<file path="src/rtl/writeback_queue_stage.sv">
// rtl/writeback_queue_stage.sv - DEPTH-entry in-order writeback queue with register commit on dequeue
// Optional retired-instruction counter enabled by defining WB_RETIRE_COUNTER_EN.
module writeback_queue_stage #(
    parameter int ADDR_WIDTH         = 32,
    parameter int DATA_WIDTH         = 32,
    parameter int NUM_REGISTERS      = 32,
    parameter int DEPTH              = 4,
    parameter int RETIRE_COUNT_WIDTH = 64
) (
    input  logic                               clk,
    input  logic                               rst,
    input  logic                               flush,
    input  logic                               prev_done,
    output logic                               stall_prev,
    input  logic                               next_stall,
    output logic                               done_next,
    input  logic [ADDR_WIDTH-1:0]              program_count_in,
    input  logic                               program_count_valid_in,
    input  logic [$clog2(NUM_REGISTERS)-1:0]   write_register_in,
    input  logic                               write_register_valid_in,
    input  logic [DATA_WIDTH-1:0]              result_data_in,
    input  logic                               result_data_valid_in,
    input  logic                               exception_in,
    output logic [$clog2(NUM_REGISTERS)-1:0]   write_register,
    output logic [DATA_WIDTH-1:0]              write_data,
    output logic                               write_activate,
    output logic [ADDR_WIDTH-1:0]              program_count_out,
    output logic                               program_count_valid_out,
    output logic                               exception_out,
    output logic [NUM_REGISTERS-1:0]           pending_write_mask,
    output logic [$clog2(DEPTH):0]             occupancy,
    output logic [RETIRE_COUNT_WIDTH-1:0]      retired_count
);

    localparam int REG_IDX = $clog2(NUM_REGISTERS);
    localparam int PTR_W   = $clog2(DEPTH);
    localparam int OCC_W   = PTR_W + 1;

    logic [PTR_W-1:0]      rd_ptr_q, rd_ptr_d;
    logic [PTR_W-1:0]      wr_ptr_q, wr_ptr_d;
    logic [OCC_W-1:0]      count_q, count_d;

    logic [ADDR_WIDTH-1:0] pc_q    [DEPTH];
    logic [ADDR_WIDTH-1:0] pc_d    [DEPTH];
    logic                  pcv_q   [DEPTH];
    logic                  pcv_d   [DEPTH];
    logic [REG_IDX-1:0]    wreg_q  [DEPTH];
    logic [REG_IDX-1:0]    wreg_d  [DEPTH];
    logic                  wregv_q [DEPTH];
    logic                  wregv_d [DEPTH];
    logic [DATA_WIDTH-1:0] data_q  [DEPTH];
    logic [DATA_WIDTH-1:0] data_d  [DEPTH];
    logic                  datav_q [DEPTH];
    logic                  datav_d [DEPTH];
    logic                  exc_q   [DEPTH];
    logic                  exc_d   [DEPTH];

    logic transfer_prev;
    logic transfer_next;
    logic full;

    // An entry commits a register only if it names a real destination with valid data.
    function automatic logic entry_writes(input logic wv, input logic dv, input logic exc,
                                          input logic [REG_IDX-1:0] r);
        return wv && dv && !exc && (r != '0);
    endfunction

    always_comb begin
        full          = (count_q == OCC_W'(DEPTH));
        done_next     = rst && !flush && (count_q != '0);
        transfer_next = done_next && !next_stall;
        stall_prev    = !rst || flush || (full && !transfer_next);
        transfer_prev = prev_done && !stall_prev;
    end

    always_comb begin
        write_register          = wreg_q[rd_ptr_q];
        write_data              = data_q[rd_ptr_q];
        program_count_out       = pc_q[rd_ptr_q];
        program_count_valid_out = pcv_q[rd_ptr_q];
        exception_out           = exc_q[rd_ptr_q];
        write_activate          = transfer_next &&
                                  entry_writes(wregv_q[rd_ptr_q], datav_q[rd_ptr_q],
                                               exc_q[rd_ptr_q], wreg_q[rd_ptr_q]);
        occupancy               = count_q;
    end

    // Walk live entries from the head so stale slots never contribute.
    always_comb begin
        logic [PTR_W-1:0] slot;
        pending_write_mask = '0;
        slot               = rd_ptr_q;
        for (int k = 0; k < DEPTH; k++) begin
            slot = rd_ptr_q + PTR_W'(k);
            if (rst && (OCC_W'(k) < count_q) &&
                entry_writes(wregv_q[slot], datav_q[slot], exc_q[slot], wreg_q[slot])) begin
                pending_write_mask[wreg_q[slot]] = 1'b1;
            end
        end
    end

    always_comb begin
        rd_ptr_d = rd_ptr_q;
        wr_ptr_d = wr_ptr_q;
        count_d  = count_q;
        if (flush) begin
            rd_ptr_d = '0;
            wr_ptr_d = '0;
            count_d  = '0;
        end else begin
            if (transfer_prev) wr_ptr_d = wr_ptr_q + 1'b1;
            if (transfer_next) rd_ptr_d = rd_ptr_q + 1'b1;
            case ({transfer_prev, transfer_next})
                2'b10:   count_d = count_q + 1'b1;
                2'b01:   count_d = count_q - 1'b1;
                default: count_d = count_q;
            endcase
        end
    end

    always_comb begin
        pc_d    = pc_q;
        pcv_d   = pcv_q;
        wreg_d  = wreg_q;
        wregv_d = wregv_q;
        data_d  = data_q;
        datav_d = datav_q;
        exc_d   = exc_q;
        if (transfer_prev) begin
            pc_d[wr_ptr_q]    = program_count_in;
            pcv_d[wr_ptr_q]   = program_count_valid_in;
            wreg_d[wr_ptr_q]  = write_register_in;
            wregv_d[wr_ptr_q] = write_register_valid_in;
            data_d[wr_ptr_q]  = result_data_in;
            datav_d[wr_ptr_q] = result_data_valid_in;
            exc_d[wr_ptr_q]   = exception_in;
        end
    end

    always_ff @(posedge clk) begin
        if (!rst) begin
            rd_ptr_q <= '0;
            wr_ptr_q <= '0;
            count_q  <= '0;
        end else begin
            rd_ptr_q <= rd_ptr_d;
            wr_ptr_q <= wr_ptr_d;
            count_q  <= count_d;
        end
    end

    // Payload needs no reset: occupancy alone decides which slots are live.
    always_ff @(posedge clk) begin
        pc_q    <= pc_d;
        pcv_q   <= pcv_d;
        wreg_q  <= wreg_d;
        wregv_q <= wregv_d;
        data_q  <= data_d;
        datav_q <= datav_d;
        exc_q   <= exc_d;
    end

`ifdef WB_RETIRE_COUNTER_EN
    logic [RETIRE_COUNT_WIDTH-1:0] retired_q, retired_d;

    always_comb begin
        retired_d = retired_q;
        if (transfer_next) retired_d = retired_q + 1'b1;
    end

    always_ff @(posedge clk) begin
        if (!rst) retired_q <= '0;
        else      retired_q <= retired_d;
    end

    assign retired_count = retired_q;
`else
    assign retired_count = '0;
`endif

endmodule

</file>
<file path="config.mk">
export PLATFORM = sky130hd
export DESIGN_NAME = writeback_queue_stage
export DESIGN_NICKNAME = d
export VERILOG_FILES = /design/src/rtl/writeback_queue_stage.sv
export SDC_FILE = /design/constraint.sdc
export NUM_CORES = 1
export LEC_CHECK = 0
export BUFFER_PORTS_ARGS = -buffer_cell sky130_fd_sc_hd__clkbuf_2
export CELL_PAD_IN_SITES_DETAIL_PLACEMENT = 1
export CELL_PAD_IN_SITES_GLOBAL_PLACEMENT = 2
export CORE_ASPECT_RATIO = 0.9
export CORE_MARGIN = 2
export CORE_UTILIZATION = 43
export DETAILED_ROUTE_END_ITERATION = 10
export HOLD_SLACK_MARGIN = 0.1
export PLACE_DENSITY_LB_ADDON = 0.1
export SKIP_CTS_REPAIR_TIMING = 1
export SLEW_MARGIN = 0
export SYNTH_ARGS = -nofsm -noshare
export SYNTH_HDL_FRONTEND = slang
export SYNTH_SLANG_ARGS = --single-unit
</file>
<file path="constraint.sdc">
create_clock -name clk -period 7.9 [get_ports clk]
set_clock_uncertainty 0.1 [all_clocks]
set_input_delay 1.185 -clock clk [delete_from_list [all_inputs] [get_ports clk]]
set_output_delay 1.185 -clock clk [all_outputs]
set_load 0.03 [all_outputs]
</file>
Yosys cells after proc, flatten, opt, wreduce, memory -nomap -nowiden
Cells that the tools add are included.

Bits in registers: 299. Latch bits: 0. Bits in writable memories: 0. ROM bits: 0. Input port bits: 78. Word-level logic and storage cells: 199. Memories: 0.

$add $sub $neg: 6. Multiply operators: 0. Div/mod/pow operators: 0. Magnitude comparators: 18. Equality and inequality tests: 3. Shift-type cells: 0. Muxes and demuxes: 83. Bitwise logic cells: 9. Reduce and logical (&&, ||, !) cells: 49.

Operators with widths (count): $mux 32 (9); $bwmux 128 (2); $bmux 32 s2 (2); $or 32x32->32 (3); $demux 32 s2 (1); $mux 5 (9); $bmux 5 s2 (4); $logic_and 1x1->1 (31); $mux 1 (31); $bmux 1 s2 (13); $lt 5x6->1 const B (4); $bwmux 20 (1); $demux 1 s5 (4); $ge 5x1->1 const B (4); $reduce_bool 5->1 (4); $bwmux 4 (4); $ge 3x3->1 const B (5); $not 2->3 (5); $demux 5 s2 (1); $logic_not 1->1 (9); $lt 1x3->1 const A (2); $lt 2x3->1 const A (2); $pmux 3 s2 (1); $add 2x1->2 const B (2); 13 further kinds (15).

Logic depth before layout (Yosys ltp)
Depth in word-level cells: 15. Gate-level depth with buffers: 9.

Worst setup path before layout
OpenSTA, ideal clock, no wires.

Kind: input-to-reg. Start: input port flush. End: register data_q[32] (netlist bit) (enable). Setup time: 0.440 ns. Data arrival time: 3.574 ns. Data required time: 7.360 ns. Setup slack: 3.787 ns. Cell stages on the path: 4. Path buffers: 1. Cell sequence: nand2b_1 > clkbuf_1 > a31oi_1 > and3_1.

Word-level cells in the longest chain between the ends: 9. Elaborated cells on any way between the ends: 10. Those cells by class: reduce/logical: 10.

Ends and longest elaborated chain: from (decl) (RTL line 12) `input logic flush,`; $logic_not 1->1 (RTL line 70) `done_next = rst && !flush && (count_q != '0);`; $logic_and 1x1->1 (2 in a row) (RTL line 70); $logic_and 1x1->1 (RTL line 71) `transfer_next = done_next && !next_stall;`; $logic_not 1->1 (RTL line 72) `stall_prev = !rst || flush || (full && !transfer_next);`; $logic_and 1x1->1 (RTL line 72); $logic_or 1x1->1 * (RTL line 72); $logic_not 1->1 * (RTL line 73) `transfer_prev = prev_done && !stall_prev;`; $logic_and 1x1->1 * (RTL line 73); to (signal assigned) (RTL line 158) `data_q <= data_d;`; to (decl) (RTL line 51) `logic [DATA_WIDTH-1:0] data_q [DEPTH];`.

Mark *: on every way between the ends. The rest lies on a longest branch, timed or not. A chain may end at the register's enable or synchronous reset.

Final worst setup path
Start: register rd_ptr_q[0]. End: output port pending_write_mask[3].

Word-level cells in the longest chain between the ends: 15. Elaborated cells on any way between the ends: 106. Those cells by class: add/sub: 3; order compare: 8; mux: 60; bitwise: 7; reduce/logical: 28.

Ends and longest elaborated chain: from (decl) (RTL line 39) `logic [PTR_W-1:0] rd_ptr_q, rd_ptr_d;`; from (signal assigned) (RTL line 146) `rd_ptr_q <= rd_ptr_d;`; $add 2x1->2 / $not 2->3 (equally long branches) (RTL line 94, 96, 97); $not 2->3 (implied by the code) (tied with other cells) (RTL line 96, 97); $bmux 5 s2 (tied with other cells) (RTL line 96, 97); $mux 5 (implied by the code) / $mux 1 (equally long branches) (RTL line 96, 97); $mux 5 (implied by the code) (tied with other cells) (RTL line 96, 97); $lt 5x6->1 (implied by the code) (tied with other cells) (RTL line 97) `pending_write_mask[wreg_q[slot]] = 1'b1;`; $logic_and 1x1->1 (implied by the code) (tied with other cells) (RTL line 97); $mux 1 (implied by the code) (tied with other cells) (RTL line 97); $demux 1 s5 / $mux 32 (equally long branches) (RTL line 97, 95); $or 32x32->32 (no source line); $mux 32 (RTL line 95) `if (rst && (OCC_W'(k) < count_q) &&`; $or 32x32->32 (no source line); $mux 32 (RTL line 95); $or 32x32->32 (no source line); $mux 32 * (RTL line 95); to (decl) (RTL line 30) `output logic [NUM_REGISTERS-1:0] pending_write_mask,`.

Mark *: on every way between the ends. The rest lies on a longest branch, timed or not. The select of a mux whose other input is x is not followed.

==> impl_metrics.csv <==
group,metric,value,unit
logic_synthesis,yosys_warnings,0,
detailed_routing,drc_errors,0,
cells_and_area,nNetsFinal,1041,
detailed_routing,ant_nets,0,
clock_network,cts.path.max_buffers,3,
timing,period_minus_slack,5230,ps
logic_synthesis,synth.top_cells.by_area,"edfxtp_1, mux4_2, buf_4",
place,dpl_cell_area,14500,µm²
floorplanning,ioPinCount,251,
global_routing,grt_use_met2,32.0,%
global_routing,antenna_found_initial,4,
logic_synthesis,synth_cells,755,
critical_path,r2r_end,"wreg_q[19]",
pwr,finalPower,3.24,mW
cells_and_area,drive_gt1_share,35.2,%
logic_synthesis,seq_area_frac_synth,66.6,%
timing,hold_slack,463,ps
timing,period_share,66.2,%
pwr,leakage,5.22,nW
global_routing,grt_max_degree,69,
clock_network,cts_tree,"yes",
logic_synthesis,synthArstFlopShare,0,%
global_routing,grt_util_met3,5.43,%
outcome,outcome,"complete, no violations",
critical_path,worstSetupPathType,"register to output pin",
floorplanning,die_area,32500,µm²
job,maxCapViolations,0,
critical_path,cp_max_fo,39,
timing,rsz0062_at_grt,"no",
clock_network,clkTransAtPathRegs,60,ps
clock_network,clkSinkCount,299,
logic_synthesis,synth_ff_type,"edfxtp_1",
clock_network,cts_buffers,30,
logic_synthesis,synth_area,13400,µm²
global_routing,grt_pass1_wl,49000,µm
cells_and_area,fill_cells,2951,
global_routing,gr-total-overflow,0,
floorplanning,die_x,190,µm
timing,hold_viol,0,
cells_and_area,regArea,8920,µm²
global_routing,grt_usage,19.9,%
critical_path,crit_path_start_kind,"register",
place,place_ws,3160,ps
logic_synthesis,yosysMostFrequentCell,"edfxtp_1",
logic_synthesis,synth_seq_cells,299,
timing,fin_ws,2670,ps
place,hpwl,21700,µm
place,gp_congestion,0.842,
hold_path,hold_path_depth,2,
logic_synthesis,synth_top_cells_by_count,"edfxtp_1, mux4_2, buf_4",
cells_and_area,multi_input_area,4020,µm²
global_routing,top_usage_layer,"met2",
floorplanning,rows,61,
critical_path,cp.arrival,3940,ps
place,dp.cells,1331,
logic_synthesis,synth_top_area_share,65.6,%
detailed_routing,wl_per_cell,23.1,µm
timing,setup_tns,0,ps
clock_network,clk_latency,540,ps
detailed_routing,drt-total-wl,32000,µm
cells_and_area,post-route-util,50.1,%
logic_synthesis,yosysTopAreaCell,"edfxtp_1",
critical_path,required,6610,ps
hold_path,hp-class,"register to register",
clock_network,cts_root_buf,"clkbuf_16",
timing,drv_slew,0,
logic_synthesis,synth_cell_type_count,67,
clock_network,cts_max_level,1,
floorplanning,die_h,171,µm
pwr,power_density,210,nW/µm²
critical_path,reg2reg_depth,5,
cells_and_area,fin_area,15400,µm²
pwr,vdd_drop_max,0.177,mV
critical_path,endpoint_kind,"output pin",
floorplanning,core_area,30800,µm²
timing,tightest_slew,1060,ps
critical_path,r2r_slack,4800,ps
cells_and_area,area_delta_synth_final,15.1,%
cells_and_area,finalNonFillerCells,1385,
floorplanning,start_util,43.5,%
logic_synthesis,syn_area_per_cell,17.7,µm²
global_routing,grt_pass1_vias,8086,
place,io_buffers,185,
detailed_routing,initialDrtViolationCount,449,
timing,setup_viol,0,
hold_path,min-delay-start,"wr_ptr_q[1]",
hold_path,holdPathEnd,"wr_ptr_q[1]",
detailed_routing,drtPass1Iterations,4,
logic_synthesis,synth_edf_count,292,
detailed_routing,vias_per_cell,5.44,
critical_path,r2r_start,"occupancy[0]",
global_routing,met1_usage,26.5,%
detailed_routing,num_vias,7528,
timing,relSlewSlack,29.1,%
timing,fmax,0.191,GHz
## flip-flops by register name, summed over array words and instances (netlist names), 3 cells and up
name	flops
data_q	128
datav_q	4
exc_q	4
occupancy	3
pc_q	128
pcv_q	4
wreg_q	20
wregv_q	4
## logic make-up (layout without fill, tap and decap cells)
logic type      Yosys count  in the layout  share of synthesized area (%)
compound gates           95             95                           5.92
xor+xnor                  5              5                          0.328
fa+ha+maj                 9              9                          0.842
buf+inv                 102            257                           5.28
flops                   299            299                           66.6
mux                      91             91                           14.8
other cells               1             67                         0.0280
simple gates            153            153                           6.15
## critical path: stages, from the launching register on
cell and delay [ps]:
dfxtp_4 760, buf_4 670, mux2_2 420, a211o_1 370, a21oi_1 500, a32oi_1 220
o211ai_1 150, clkbuf_2 250
## metal layers
layer	routed length (µm)	share of wire, %	vias to the layer above
met3	2330	7.3	66
li1	-	-	3348
met5	30	0.094	-
met1	13600	42	3869
met4	828	2.6	4
met2	15300	48	241
## power breakdown
group	internal (mW)	leakage [nW]	total [mW]	switching (mW)
Sequential	1.75	2.70	1.76	0.00520
Clock	0.761	0.439	1.33	0.566
Combinational	0.0377	2.08	0.152	0.114
Total	2.55	5.22	3.24	0.685
## layout by cell type, fill, tap and decap left out, drive strengths merged, types with 3 or more instances in the layout
cell type	count
a211oi	3
nor2	34
a22oi	29
a211o	4
nor3	6
ha	9
a21oi	11
nand3	9
and3	6
clkbuf	224
inv	13
o211ai	11
mux2i	3
dfxtp	7
nor3b	4
nand2b	11
xnor2	3
a32oi	17
and2	4
nor4bb	4
clkinv	10
nand3b	6
nand2	47
buf	7
or2	3
conb	65
edfxtp	292
mux4	85
nor2b	9
mux2	3
## cell type report
| cell class | instances | area share, % |
|---|---|---|
| tap | 409 | 3.32 |
| multi-input combinational | 418 | 26.1 |
| antenna | 2 | 0.0325 |
| clock inverter | 13 | 0.870 |
| timing repair buffer | 192 | 6.36 |
| sequential | 299 | 57.9 |
| inverter | 13 | 0.317 |
| clock buffer | 39 | 5.10 |
## how the worst max path moves through the flow
stage                start                     to  slack [ps]  depth (start not counted)
6_report       rd_ptr_q[0]  pending_write_mask[3]        2670                          7
5_1_grt        rd_ptr_q[0]  pending_write_mask[3]        2370                          7
4_1_cts        rd_ptr_q[0]  pending_write_mask[3]        2570                          7
3_5_place_dp   rd_ptr_q[0]  pending_write_mask[3]        3160                          7
3_3_place_gp   rd_ptr_q[0]  pending_write_mask[3]        3220                          7
2_1_floorplan        flush             data_q[32]        3790                          4
Power figures use the tool's default switching activity.
